===== src/rtl/neuron_if.sv =====
// neuron_if: grouped handshake channels between a neuron and its neighbours
interface neuron_if #(
  parameter int N = 4
);
  logic             inp_stb, inp_rdy;
  logic [8*N-1:0]   inp_dat;
  logic             arg_stb, arg_rdy;
  logic [15:0]      arg_dat;
  logic             res_stb, res_rdy;
  logic [7:0]       res_dat;
  logic             out_stb, out_rdy;
  logic [7:0]       out_dat;
  logic             bwd_stb, bwd_rdy;
  logic [15:0]      bwd_dat;
  logic             err_stb, err_rdy;
  logic [15:0]      err_dat;
  logic             fbk_stb, fbk_rdy;
  logic [15:0]      fbk_dat;
  modport master (
    input  inp_stb, inp_dat, output inp_rdy,
    output arg_stb, arg_dat, input  arg_rdy,
    input  res_stb, res_dat, output res_rdy,
    output out_stb, out_dat, input  out_rdy,
    input  bwd_stb, bwd_dat, output bwd_rdy,
    output err_stb, err_dat, input  err_rdy,
    input  fbk_stb, fbk_dat, output fbk_rdy
  );
  modport slave (
    output inp_stb, inp_dat, input  inp_rdy,
    input  arg_stb, arg_dat, output arg_rdy,
    output res_stb, res_dat, input  res_rdy,
    input  out_stb, out_dat, output out_rdy,
    output bwd_stb, bwd_dat, input  bwd_rdy,
    input  err_stb, err_dat, output err_rdy,
    output fbk_stb, fbk_dat, input  fbk_rdy
  );
endinterface


===== src/rtl/neuron.sv =====
// neuron: weighted-sum node driving an activation unit, with optional weight training
module neuron #(
  parameter int                 N           = 4,
  parameter logic signed [15:0] WEIGHT_INIT = 16'sh0100,
  parameter int                 RATE_SHIFT  = 4
) (
  input  logic      clk,
  input  logic      rst,
  input  logic      en,
  neuron_if.master  bus
);
  localparam int AW = 26 + $clog2(N);
  localparam int IW = N > 1 ? $clog2(N) : 1;
  typedef enum logic [3:0] {INP, MAC, ARG, RES, OUT, ERR, AER, FBK, UPD} state_t;
  state_t                state, nxt;
  logic [IW-1:0]         idx;
  logic [7:0]            x [N];
  logic signed [15:0]    w [N];
  logic signed [AW-1:0]  acc, xs, term, upd;
  logic [15:0]           arg_r, e, d;
  logic [7:0]            y;
  logic                  last, inp_ack, arg_ack, res_ack, out_ack, bwd_ack, err_ack, fbk_ack;
  function automatic logic [15:0] sat16(input logic signed [AW-1:0] v);
    return v > AW'(32767) ? 16'h7fff : v < -AW'(32768) ? 16'h8000 : v[15:0];
  endfunction
  assign last    = idx == IW'(N - 1);
  assign xs      = AW'($signed({1'b0, x[idx]}));
  assign term    = (AW'(w[idx]) * xs) >>> 8;
  assign upd     = AW'(w[idx]) + ((AW'($signed(d)) * xs) >>> (8 + RATE_SHIFT));
  assign inp_ack = bus.inp_stb & bus.inp_rdy;
  assign arg_ack = bus.arg_stb & bus.arg_rdy;
  assign res_ack = bus.res_stb & bus.res_rdy;
  assign out_ack = bus.out_stb & bus.out_rdy;
  assign bwd_ack = bus.bwd_stb & bus.bwd_rdy;
  assign err_ack = bus.err_stb & bus.err_rdy;
  assign fbk_ack = bus.fbk_stb & bus.fbk_rdy;
  assign bus.inp_rdy = state == INP;
  assign bus.arg_stb = state == ARG;
  assign bus.res_rdy = state == RES;
  assign bus.out_stb = state == OUT;
  assign bus.bwd_rdy = state == ERR;
  assign bus.err_stb = state == AER;
  assign bus.fbk_rdy = state == FBK;
  assign bus.arg_dat = arg_r;
  assign bus.out_dat = y;
  assign bus.err_dat = e;
  // next state: advance only on the active channel's handshake or the last index
  always_comb begin
    nxt = state;
    case (state)
      INP:     nxt = inp_ack ? MAC : INP;
      MAC:     nxt = last ? ARG : MAC;
      ARG:     nxt = arg_ack ? RES : ARG;
      RES:     nxt = res_ack ? OUT : RES;
      OUT:     nxt = out_ack ? (en ? ERR : INP) : OUT;
      ERR:     nxt = bwd_ack ? AER : ERR;
      AER:     nxt = err_ack ? FBK : AER;
      FBK:     nxt = fbk_ack ? UPD : FBK;
      UPD:     nxt = last ? INP : UPD;
      default: nxt = INP;
    endcase
  end
  // state register plus datapath: capture, accumulate, and per-weight update
  always_ff @(posedge clk) begin
    if (rst) begin
      state <= INP;
      idx   <= '0;
      acc   <= '0;
      arg_r <= '0;
      y     <= '0;
      e     <= '0;
      d     <= '0;
      for (int i = 0; i < N; i++) begin
        x[i] <= '0;
        w[i] <= WEIGHT_INIT;
      end
    end else begin
      state <= nxt;
      case (state)
        INP: if (inp_ack) begin
          for (int i = 0; i < N; i++) x[i] <= bus.inp_dat[8*i +: 8];
          acc <= '0;
          idx <= '0;
        end
        MAC: begin
          acc <= acc + term;
          idx <= last ? '0 : idx + IW'(1);
          if (last) arg_r <= sat16(acc + term);
        end
        RES: if (res_ack) y <= bus.res_dat;
        ERR: if (bwd_ack) e <= bus.bwd_dat;
        FBK: if (fbk_ack) d <= bus.fbk_dat;
        UPD: begin
          w[idx] <= sat16(upd);
          idx    <= last ? '0 : idx + IW'(1);
        end
        default: ;
      endcase
    end
  end
endmodule


===== src/flat_wrapper.sv =====
// flat-port wrapper written by rule: the top's interface ports become plain ports
module neuron_flat 
#(
  parameter int                 N           = 4,
  parameter logic signed [15:0] WEIGHT_INIT = 16'sh0100,
  parameter int                 RATE_SHIFT  = 4
)
  (clk, rst, en, bus_inp_stb, bus_inp_dat, bus_inp_rdy, bus_arg_stb, bus_arg_dat, bus_arg_rdy, bus_res_stb, bus_res_dat, bus_res_rdy, bus_out_stb, bus_out_dat, bus_out_rdy, bus_bwd_stb, bus_bwd_dat, bus_bwd_rdy, bus_err_stb, bus_err_dat, bus_err_rdy, bus_fbk_stb, bus_fbk_dat, bus_fbk_rdy);
  neuron_if #(.N(N)) bus_i ();
  input  logic clk;
  input  logic rst;
  input  logic en;
  input wire logic [$bits(bus_i.inp_stb)-1:0] bus_inp_stb;
  input wire logic [$bits(bus_i.inp_dat)-1:0] bus_inp_dat;
  output wire logic [$bits(bus_i.inp_rdy)-1:0] bus_inp_rdy;
  output wire logic [$bits(bus_i.arg_stb)-1:0] bus_arg_stb;
  output wire logic [$bits(bus_i.arg_dat)-1:0] bus_arg_dat;
  input wire logic [$bits(bus_i.arg_rdy)-1:0] bus_arg_rdy;
  input wire logic [$bits(bus_i.res_stb)-1:0] bus_res_stb;
  input wire logic [$bits(bus_i.res_dat)-1:0] bus_res_dat;
  output wire logic [$bits(bus_i.res_rdy)-1:0] bus_res_rdy;
  output wire logic [$bits(bus_i.out_stb)-1:0] bus_out_stb;
  output wire logic [$bits(bus_i.out_dat)-1:0] bus_out_dat;
  input wire logic [$bits(bus_i.out_rdy)-1:0] bus_out_rdy;
  input wire logic [$bits(bus_i.bwd_stb)-1:0] bus_bwd_stb;
  input wire logic [$bits(bus_i.bwd_dat)-1:0] bus_bwd_dat;
  output wire logic [$bits(bus_i.bwd_rdy)-1:0] bus_bwd_rdy;
  output wire logic [$bits(bus_i.err_stb)-1:0] bus_err_stb;
  output wire logic [$bits(bus_i.err_dat)-1:0] bus_err_dat;
  input wire logic [$bits(bus_i.err_rdy)-1:0] bus_err_rdy;
  input wire logic [$bits(bus_i.fbk_stb)-1:0] bus_fbk_stb;
  input wire logic [$bits(bus_i.fbk_dat)-1:0] bus_fbk_dat;
  output wire logic [$bits(bus_i.fbk_rdy)-1:0] bus_fbk_rdy;
  assign bus_i.inp_stb = bus_inp_stb;
  assign bus_i.inp_dat = bus_inp_dat;
  assign bus_inp_rdy = bus_i.inp_rdy;
  assign bus_arg_stb = bus_i.arg_stb;
  assign bus_arg_dat = bus_i.arg_dat;
  assign bus_i.arg_rdy = bus_arg_rdy;
  assign bus_i.res_stb = bus_res_stb;
  assign bus_i.res_dat = bus_res_dat;
  assign bus_res_rdy = bus_i.res_rdy;
  assign bus_out_stb = bus_i.out_stb;
  assign bus_out_dat = bus_i.out_dat;
  assign bus_i.out_rdy = bus_out_rdy;
  assign bus_i.bwd_stb = bus_bwd_stb;
  assign bus_i.bwd_dat = bus_bwd_dat;
  assign bus_bwd_rdy = bus_i.bwd_rdy;
  assign bus_err_stb = bus_i.err_stb;
  assign bus_err_dat = bus_i.err_dat;
  assign bus_i.err_rdy = bus_err_rdy;
  assign bus_i.fbk_stb = bus_fbk_stb;
  assign bus_i.fbk_dat = bus_fbk_dat;
  assign bus_fbk_rdy = bus_i.fbk_rdy;
  neuron #(.N(N), .WEIGHT_INIT(WEIGHT_INIT), .RATE_SHIFT(RATE_SHIFT)) u_core (.clk(clk), .rst(rst), .en(en), .bus(bus_i));
endmodule

===== config.mk =====
export PLATFORM = sky130hd
export DESIGN_NAME = neuron_flat
export DESIGN_NICKNAME = d
export VERILOG_FILES = /design/src/rtl/neuron_if.sv /design/src/rtl/neuron.sv /design/src/flat_wrapper.sv
export SDC_FILE = /design/constraint.sdc
export NUM_CORES = 1
export LEC_CHECK = 0
export BUFFER_PORTS_ARGS = -buffer_cell sky130_fd_sc_hd__clkbuf_2
export CORE_UTILIZATION = 40
export DETAILED_ROUTE_END_ITERATION = 7
export PLACE_DENSITY = 0.58
export SLEW_MARGIN = 10
export SYNTH_ARGS = -nofsm -noshare
export SYNTH_HDL_FRONTEND = slang
export SYNTH_SLANG_ARGS = --single-unit

===== constraint.sdc =====
create_clock -name clk -period 13.84 [get_ports clk]
set_input_delay 2.768 -clock clk [delete_from_list [all_inputs] [get_ports clk]]
set_output_delay 2.768 -clock clk [all_outputs]
set_load 0.02 [all_outputs]

==> impl_metrics.json <==
{
  "run_status": "complete, no violations",
  "netlist-cell-type-count": 88,
  "cts.clk_slew.worst_paths_ns": 0.08,
  "postCtsSetupBuffers": 0,
  "placement_rows": 79,
  "critical_path_buf_inv_count": 3,
  "final.setup_skew_ns": 0.02358,
  "ant_nets": 0,
  "max_freq_mhz": 98.91,
  "cell_internal_pwr_mw": 1.671,
  "starting_density_of_the_core": 0.4055,
  "grt.total_usage": 0.2028,
  "global_route_wire_length_before_repair_mm": 76.10,
  "die_width_um": 219.0,
  "critical-path-slowest-cell": "o31ai_2",
  "max_cap_violations": 0,
  "timing.hold.worst_endpoint": "u_core.bus.err_dat[0]$_SDFFE_PP0P_",
  "antenna_found_initial": 0,
  "avgSynthCellArea_um2": 9.295,
  "cts_buffer_depth": 2,
  "crit_path_frequent_cell": "fa_1",
  "mappedNetlistNets": 2449,
  "combPwrFrac": 0.645,
  "synthArstFlopShare": 0,
  "tritoncts": "done",
  "final_wtd_congestion": 0.8686,
  "clkLatencyLatePin_ns": 0.49,
  "pwr_density_cell_nw_per_um2": 159.4,
  "worstRegToRegCells": 28,
  "first_global_vias": 14570,
  "final.min_clock_period_ns": 10.11,
  "buffer_cell_driving_the_clock_tree_root": "clkbuf_16",
  "syn-instance-count": 2027,
  "layout_worst_path_cycle_share": 0.7305,
  "grt_start_max_net_pins": 63,
  "routedWlPerCell_um": 16.79,
  "max_stage_delay_ns": 0.87,
  "leakagePower_nw": 9.739,
  "yosysWarningCount": 0,
  "final.setup.tns_ns": 0,
  "place_hpwl_mm": 34.98,
  "count_of_buffers_from_port_buffering": 128,
  "crit_path_leading_delay_family": "compound AO/OA/AOI/OAI gates",
  "finalHoldViolations": 0,
  "wirelength_mm": 45.73,
  "drt_first_pass_iters": 7,
  "setup_viol": 0,
  "post_cts_hold_buffer_count": 0,
  "viasPerCell": 5.220,
  "post_cts_resize_count": 0,
  "start_kind": "register",
  "timing_worst_setup_path_type": "register to register",
  "netSwitchingFraction": 0.4906,
  "layout.nets": 2526,
  "count_of_flip_flops_with_a_built_in_enable_after_synthesis": 96,
  "area_delta_synth_final_pct": 9.238,
  "ys_seq_elements": 188,
  "worst-endpoint-required_ns": 14.16,
  "drc": 0,
  "post_route_cells_drive_above_1_share": 0.1205,
  "grt_setup_unrepaired": "no",
  "p_switching_mw": 1.609,
  "detailedRoute.firstIterationViolations": 826,
  "num_vias": 14220,
  "timing.reg2reg.setup_slack_ns": 3.73,
  "chipHeight_um": 219.0,
  "fp.dieArea_um2": 47970,
  "utilization": 0.4430,
  "seqPwrFrac": 0.202,
  "vdd_ir_drop_max_mv": 0.2277,
  "io-pin-count": 129,
  "final_report_max_slew_violation_count": 0,
  "min_delay_path_depth": 2,
  "critical_path_arrival_ns": 10.43,
  "grt-ovfl-total": 0,
  "setup.worst_path.end_class": "register",
  "synth_sequential_area_ratio": 0.2508,
  "slew_headroom": 0.2739,
  "cp_max_fo": 31,
  "max_slew.worst_pin.slew_ns": 1.078,
  "syn_area_um2": 18840,
  "antenna-diode-count": 0,
  "worst_min_delay_path_category": "register to register",
  "r2r_end": "u_core.w[2][13]$_SDFFCE_PN0P_",
  "filler_cell_count": 4552,
  "multiInputGateArea_um2": 12730,
  "cts.sink_count": 188,
  "hold_path.startpoint": "u_core.bus.err_dat[0]$_SDFFE_PP0P_",
  "htree_levels": 4,
  "placeableCoreArea_um2": 46460,
  "postSynth.topFlopCell": "edfxtp_1",
  "cts_buffers": 17,
  "sequential_cell_area_um2": 4726,
  "power.share.clock": 0.152
}
## area by class of cell
| class | count | area share |
|---|---|---|
| clock buffers | 18 | 0.02189 |
| clock inverters | 14 | 0.006991 |
| inverters | 283 | 0.05161 |
| multi-input cells | 1477 | 0.6185 |
| flip-flops and latches | 188 | 0.2296 |
| well taps | 607 | 0.03690 |
| repair buffers | 137 | 0.03453 |
## worst max path at each step
stage	from	endpoint	slack, ns	cells past startpoint
2_1_floorplan	register	u_core.bus.arg_dat[10]$_SDFFE_PP0P_	5.19	34
3_3_place_gp	register	u_core.w[2][13]$_SDFFCE_PN0P_	4.02	30
3_5_place_dp	register	u_core.w[2][13]$_SDFFCE_PN0P_	3.85	28
4_1_cts	register	u_core.w[2][13]$_SDFFCE_PN0P_	3.82	28
5_1_grt	register	u_core.w[1][13]$_SDFFCE_PN0P_	3.06	28
6_report	register	u_core.w[2][13]$_SDFFCE_PN0P_	3.73	28
## worst reg2reg max path: cells and delay by family, from the launching register on
family	cells	cell delay, ns
AO/OA/AOI/OAI	11	4.20
adder cells (fa/ha/maj)	6	2.68
AND/OR/NAND/NOR	6	1.05
multiplexers	1	0.89
buffers and inverters	3	0.55
flip-flops	1	0.31
XOR/XNOR	1	0.27
## logic make-up (layout without fill, tap and decap cells)
group | count (synthesis) | after routing | synth area share
AO/OA/AOI/OAI | 308 | 308 | 0.1131
flip-flops | 188 | 188 | 0.2508
buffers and inverters | 362 | 452 | 0.07391
adder cells (fa/ha/maj) | 340 | 340 | 0.3071
XOR/XNOR | 63 | 63 | 0.03088
multiplexers | 37 | 37 | 0.03526
AND/OR/NAND/NOR | 729 | 729 | 0.1890
## metal layers
| layer | global-route usage | share of wire | routed length (um) |
|---|---|---|---|
| met2 | 0.3264 | 0.48 | 21760 |
| met1 | 0.2793 | 0.47 | 21300 |
| met5 | 0 | 0 | 0 |
| met3 | 0.04158 | 0.050 | 2267 |
| met4 | 0.04676 | 0.0087 | 400 |
## synthesized netlist by cell type (all sizes together) (24+ instances only)
| cell type | instances | area (um2) |
|---|---|---|
| clkbuf | 64 | 240.2 |
| dfxtp | 92 | 1842 |
| xnor2 | 39 | 364.1 |
| nand2 | 257 | 999.7 |
| inv | 283 | 1062 |
| fa | 204 | 4084 |
| o21ai | 39 | 210.2 |
| edfxtp | 96 | 2883 |
| a21oi | 135 | 675.7 |
| nand3 | 33 | 165.2 |
| ha | 136 | 1702 |
| xor2 | 24 | 217.7 |
| nor3 | 30 | 155.1 |
| and2 | 183 | 1146 |
| nor2 | 153 | 574.3 |
## state kept, by name (all words and copies together) (netlist names), named ones only
signal and flops:
u_core.bus.err_dat 16, u_core.idx 2, u_core.acc 28, u_core.bus.out_dat 8, u_core.state 4, u_core.x 32, u_core.bus.arg_dat 16, u_core.d 16
u_core.w 64
## power by group through the flow
stage                     clock network, mW  logic, mW  registers (mW)
after floorplan                           0       1.64           0.668
after global placement                    0       2.07           0.674
after detailed placement                  0       2.09           0.676
after CTS                             0.517       2.11           0.663
after global routing                  0.534       2.36           0.670
final                                 0.500       2.12           0.663
## metrics by stage
stage	cell area (um2)	setup slack [ns]	power, mW	hold WS, ns	std cells
2_1_floorplan	18840	5.187	2.310	0.4522	2027
3_3_place_gp	19990	4.023	2.745	0.4437	2692
3_5_place_dp	19990	3.851	2.766	0.4484	2692
4_1_cts	20580	3.817	3.292	0.4594	2724
5_1_grt	20580	3.056	3.564	0.4823	2724
6_report	20580	3.730	3.280	0.4588	2724
## layout by cell type (no fill, tap or decap), types with 18 or more instances in the layout
cell type	count
clkbuf_16	18
inv_1	282
nor3_1	28
a21o_1	21
and2_1	182
clkbuf_2	127
o21ai_0	30
xnor2_1	36
mux4_2	23
ha_1	136
edfxtp_1	96
fa_1	204
nor2_1	153
dfxtp_1	91
xor2_1	23
nand2_1	245
a21oi_1	135
nand2b_1	23
nand3_1	33
(Power assumes the default switching activity.)
